==> config.mk <==
export PLATFORM = sky130hd
export DESIGN_NAME = cache_arbiter
export DESIGN_NICKNAME = d
export VERILOG_FILES = /design/src/rtl/minaret_pkg.sv /design/src/rtl/cache_arbiter.sv
export SDC_FILE = /design/constraint.sdc
export NUM_CORES = 1
export LEC_CHECK = 0
export ABC_AREA = 1
export CAP_MARGIN = 5
export CORE_MARGIN = 2
export CORE_UTILIZATION = 40
export CTS_BUF_LIST = sky130_fd_sc_hd__clkbuf_8
export DETAILED_ROUTE_END_ITERATION = 6
export GPL_ROUTABILITY_DRIVEN = 0
export HOLD_SLACK_MARGIN = 0.1
export MAX_ROUTING_LAYER = met4
export PLACE_DENSITY = 0.91
export SYNTH_ARGS = -nofsm -noshare
export SYNTH_HDL_FRONTEND = slang
export SYNTH_SLANG_ARGS = --single-unit
==> constraint.sdc <==
create_clock -name clk -period 3.4 [get_ports clk]
set_input_delay 0.68 -clock clk [delete_from_list [all_inputs] [get_ports clk]]
set_output_delay 0.68 -clock clk [all_outputs]
set_load 0.1 [all_outputs]
==> src/rtl/minaret_pkg.sv <==
// Shared types and widths for the minaret cache front end.
// The arbiter state encoding lives here so other blocks can decode it.
package minaret_pkg;

    typedef enum logic [1:0] {
        IDLE   = 2'd0,
        BUSY_I = 2'd1,
        BUSY_D = 2'd2
    } arb_state_t;

    localparam int CACHE_ADDR_W = 29;
    localparam int WMASK_W      = 4;
    localparam int DATA_W       = 32;
    localparam int STREAK_W     = 4;

endpackage

==> src/rtl/cache_arbiter.sv <==
// Grant-locked arbiter between the CPU instruction and data ports and the
// single cache_control request port, with data priority and bounded starvation.
module cache_arbiter
    import minaret_pkg::*;
#(
    parameter int ADDR_W     = CACHE_ADDR_W,
    parameter int STARVE_MAX = 4
) (
    input  logic               clk,
    input  logic               resetn,

    input  logic               i_valid,
    output logic               i_ready,
    input  logic [ADDR_W-1:0]  i_addr,
    output logic [DATA_W-1:0]  i_rdata,

    input  logic               d_valid,
    output logic               d_ready,
    input  logic [ADDR_W-1:0]  d_addr,
    input  logic [WMASK_W-1:0] d_wmask,
    input  logic [DATA_W-1:0]  d_wdata,
    output logic [DATA_W-1:0]  d_rdata,

    output logic               c_valid,
    input  logic               c_ready,
    output logic [ADDR_W-1:0]  c_addr,
    output logic [WMASK_W-1:0] c_wmask,
    output logic [DATA_W-1:0]  c_wdata,
    input  logic [DATA_W-1:0]  c_rdata
);

    arb_state_t            state;
    arb_state_t            state_next;
    logic [STREAK_W-1:0]   streak;
    logic                  starved;
    logic                  grant_i;
    logic                  grant_d;

    assign starved = (streak == STREAK_W'(STARVE_MAX));

    // Grants are only made from IDLE, which guarantees one idle cycle between
    // transactions so a requester's valid from its ready cycle is never re-granted.
    always_comb begin
        state_next = state;
        grant_i    = 1'b0;
        grant_d    = 1'b0;
        case (state)
            IDLE: begin
                if (d_valid && !(i_valid && starved)) begin
                    grant_d    = 1'b1;
                    state_next = BUSY_D;
                end else if (i_valid) begin
                    grant_i    = 1'b1;
                    state_next = BUSY_I;
                end
            end
            BUSY_I, BUSY_D: begin
                if (c_ready) begin
                    state_next = IDLE;
                end
            end
            default: state_next = IDLE;
        endcase
    end

    always_ff @(posedge clk or negedge resetn) begin
        if (!resetn) begin
            state <= IDLE;
        end else begin
            state <= state_next;
        end
    end

    // Counts data grants that overtook a waiting instruction fetch.
    always_ff @(posedge clk or negedge resetn) begin
        if (!resetn) begin
            streak <= '0;
        end else if (grant_i) begin
            streak <= '0;
        end else if (grant_d && i_valid && !starved) begin
            streak <= streak + STREAK_W'(1);
        end
    end

    always_ff @(posedge clk or negedge resetn) begin
        if (!resetn) begin
            c_addr  <= '0;
            c_wmask <= '0;
            c_wdata <= '0;
        end else if (grant_d) begin
            c_addr  <= d_addr;
            c_wmask <= d_wmask;
            c_wdata <= d_wdata;
        end else if (grant_i) begin
            c_addr  <= i_addr;
            c_wmask <= '0;
            c_wdata <= '0;
        end
    end

    // Responses are steered combinationally so ready lands in the cache's completion cycle.
    assign c_valid = (state != IDLE);
    assign i_ready = c_ready && (state == BUSY_I);
    assign d_ready = c_ready && (state == BUSY_D);
    assign i_rdata = (state == BUSY_I) ? c_rdata : '0;
    assign d_rdata = (state == BUSY_D) ? c_rdata : '0;

endmodule

# [After elaboration in Yosys (flattened, before gate mapping)]
# Index checks and enable logic that the tools add are counted.
[word_totals] register_bits=71
[classes] addsub=1 n_eq_ne=5 n_mux=19 n_reduce_logical=14
[ops] op="two-way mux 32 bit" n=4
[ops] op="two-way mux 29 bit" n=2
[ops] op="two-way mux 4 bit" n=4
[ops] op="logical AND 1 bit" n=6
[ops] op="two-way mux 2 bit" n=3
[ops] op="nonzero test 2 bit" n=3
[ops] op="two-way mux 1 bit" n=5
[ops] op="adder 4 x 1 -> 4 bit, second input constant" n=1
[ops] op="== test 4 x 3 -> 1 bit, second input constant" n=1
[ops] op="case mux 2 bit (2 select lines)" n=1
[ops] op="!= test 3 bit, second input constant" n=1
[ops] op="== test 2 x 1 -> 1 bit, second input constant" n=1
[ops] op="== test 2 bit, second input constant" n=1
[ops] op="logical NOT 1 bit" n=2
[ops] op="logical NOT 2 bit" n=1
[ops] op="!= test 2 bit, second input constant" n=1
[ops] op="AND reduction 2 bit" n=1
[ops] op="OR reduction 2 bit" n=1

# [Longest topological paths before layout]
[depth] word_depth=10 mapped_depth=10 depth_no_buf=7

# [Worst setup path before layout]
# Ideal clock, no wire load.
[synth_path] path_kind="reg-to-output" from="register state[0]" to="output d_rdata[10]" arrival_ps=1706 required_time_ps=2720 setup_slack_ps=1014 path_stages_with_launch=7 n_path_buf=2 cell_sequence="dfrtp_1 > inv_1 > ha_1 > clkbuf_1 > clkbuf_1 > nand2_1 > inv_1"
[synth_between] elab_chain_cells=2
[synth_lines] item="start, declared" line="cache_arbiter.sv:32" source="arb_state_t state;"
[synth_lines] item="start signal, assigned" line="cache_arbiter.sv:70" source="state <= state_next;"
[synth_lines] item="== test 2 bit" line="cache_arbiter.sv:106" source="assign d_rdata = (state == BUSY_D) ? c_rdata : '0;"
[synth_lines] item="two-way mux 32 bit" line="cache_arbiter.sv:106"
[synth_lines] item="end, declared" line="cache_arbiter.sv:22" source="output logic [DATA_W-1:0] d_rdata,"
# No other way between the ends.

# [Final worst setup path]
[layout_path] from="register state[0]" to="output d_rdata[14]"
# Same word-level chain as after synthesis.

==> results.ini <==
[final_layout]
post_route_cells_drive_above_1_share_pct=14.5
finish.cell_count_without_fillers=975
final_net_count=973
area_delta_synth_final_pct=65.4
most_common_cell_after_layout_fill_and_taps_aside=sky130_fd_sc_hd__nand2_1
final_cell_area_um2=6660
number_of_antenna_diodes=0
highest_count_cells_in_the_layout_ignoring_fill_and_taps=sky130_fd_sc_hd__nand2_1 (199), sky130_fd_sc_hd__clkdlybuf4s50_1 (169), sky130_fd_sc_hd__inv_1 (167), sky130_fd_sc_hd__buf_4 (99), sky130_fd_sc_hd__dfrtp_1 (71)

[floorplan]
die_width_um=104
core_um2=9770
die_area_um2=10900
initial_utilization_pct=41.2
io_pins=263
rows=36
die_height_um=104

[routing]
num_vias=4298
route.detailed.drc=0
drt_pre_antenna_iters=4
route.final.wire_length_um=13000
antenna_left=0
detail_route.wirelength.met1_um=5600
top_layer=met4
routed-wl-met2_um=6490
wl_per_cell_um=13.3
met3_wirelength_um=708
first_iter_violations=275
routed_via_density=4.41

[timing]
final_max_slew_viol_count=0
post-route-min-period_ns=2.79
tightestPinTransition_ns=1.11
finalHoldViolCount=0
final.setup.worst_slack_ns=0.612
setup_repair_after_global_routing_missed_its_margin=no
timing.final.setup_violations=0
setup-tns-final_ns=0
layout_worst_path_cycle_share_pct=82.0
worst_clock_skew_ns=0.0144
clock.fmax_mhz=359
relSlewSlack_pct=26.2

[critical_path]
path_class=reg2out
reg2reg_depth=7
library_cell_contributing_the_largest_single_delay_on_the_critical_path=sky130_fd_sc_hd__ha_1
worstSetupEndpointType=output pin
cp_max_fo=18
worst_ep_required_time_ns=2.72
max_stage_delay_ns=0.55
cp-startpoint=state[0]$_DFFE_PN0P_
crit-reg2reg-capture=c_wdata[23]$_DFFE_PN0P_
setup.worst_path.start_class=flop
timing.critical_path.arrival_ns=2.11
timing.critical_path.cells=inv_1, ha_1, buf_4, nand2_1, inv_1, buf_4
rrSetupSlack_ns=1.33
r2r-start=state[0]$_DFFE_PN0P_

[synth]
yosys_warnings=0
count_of_state_elements_after_synthesis=71
synth_enable_flop_cells=0
yosys.cell_types.count=19
seq_area_frac_synth_pct=44.1
synth_async_sr_flop_share_pct=100
synth.cell_area_um2=4030
postSynthAreaPerCell_um2=6.79
postSynth.topFlopCell=sky130_fd_sc_hd__dfrtp_1
synthesis.nets=729
netlist_instances=593

[placed_design]
port_buffers=262
numPlacedInstances=959
detailedPlace.worstSlack_ns=0.808
placedInstanceArea_um2=6460
place.detailed.hpwl_um=9310

[grt]
grt_usage_pct=24.0
first_global_vias=4072
grt.overflow.total=0
antenna_found_initial=0
global_route_wire_length_before_repair_um=20500
pin_count_of_the_biggest_net_entering_global_routing=72

[min_path]
timing.hold.worst.class=in2async

[cts]
holdBufCountCts=0
ctsResizeCount=0
numClockSinks=71
postCtsSetupRepairBufs=0
clock_tree_from_tritoncts=built
ctsHtreeMaxLevel=3
total_cts_buffers=9
clock_path_buffers=2
cts.clk_slew.worst_paths_ns=0.07
insertion_delay_ns=0.33
cell_at_the_root_of_the_clock_tree=sky130_fd_sc_hd__clkbuf_8

[status]
result_of_the_run=complete, no violations

[flow_run]
maxCapViolCount=0

[registers in the layout, summed over array words and instances, names as in the netlist]
name	flops
c_addr	29
c_wdata	32
c_wmask	4
state	2
streak	4
[routing by layer]
metal  track usage, %  up-vias
met3             4.07       10
met5                -        -
met1             30.5     1922
met2             39.6      141
li1                 -     2225
met4             6.85        0
[logic make-up after synthesis]
logic type / synth area share [%]
AOI/OAI and AO/OA: 5.72
xor gates and xnor gates: 0.218
adders and majority gates: 1.55
buffers and inverters: 20.7
DFF: 44.1
and+or+nand+nor: 27.7
[layout make-up]
cell class	count	area, um^2
inverter	171	642
tap	133	166
clock buffer	9	124
timing repair buffer	269	2450
fill	834	3120
multi-input combinational	315	1420
sequential	71	1780
clock inverter	7	71.3
[worst max-delay path by stage]
stage | end | slack (ns) | cells after the start
floorplan | d_rdata[10] | 1.01 | 6
global placement | c_addr[17]$_DFFE_PN0P_ | 0.85 | 7
detailed placement | c_wdata[16]$_DFFE_PN0P_ | 0.81 | 6
CTS | d_rdata[24] | 0.59 | 6
global route | d_rdata[24] | 0.44 | 6
finish | d_rdata[14] | 0.61 | 6
[Yosys cell counts (3+ instances only)]
| cell | instances | area, um^2 |
|---|---|---|
| sky130_fd_sc_hd__ha_1 | 5 | 62.6 |
| sky130_fd_sc_hd__buf_2 | 12 | 60.1 |
| sky130_fd_sc_hd__dfrtp_1 | 71 | 1780 |
| sky130_fd_sc_hd__inv_1 | 167 | 627 |
| sky130_fd_sc_hd__o21ai_0 | 6 | 30.0 |
| sky130_fd_sc_hd__buf_6 | 4 | 45.0 |
| sky130_fd_sc_hd__clkbuf_1 | 16 | 60.1 |
| sky130_fd_sc_hd__nand4_1 | 31 | 194 |
| sky130_fd_sc_hd__buf_4 | 3 | 22.5 |
| sky130_fd_sc_hd__nand3_1 | 32 | 160 |
| sky130_fd_sc_hd__nand2_1 | 199 | 747 |
| sky130_fd_sc_hd__o21ai_1 | 37 | 185 |
| sky130_fd_sc_hd__inv_2 | 4 | 15.0 |
[critical path: cells and delay by family (launching register included)]
| family | cells | cell delay (ns) |
|---|---|---|
| flops | 1 | 0.41 |
| fa+ha+maj | 1 | 0.55 |
| simple gates | 1 | 0.07 |
| buf+inv | 4 | 0.75 |
[stage by stage]
| step | utilization (%) | hold WS [ns] |
|---|---|---|
| final | 68.1 | 0.480 |
| after global placement | 66.1 | 0.462 |
| after global routing | 68.1 | 0.514 |
| after CTS | 68.1 | 0.489 |
| after floorplan | - | 0.384 |
| after detailed placement | 66.1 | 0.467 |
Power is left out: the tool's default activity adds up to more than one toggle a clock period on the data nets, which glitch-free logic cannot reach.
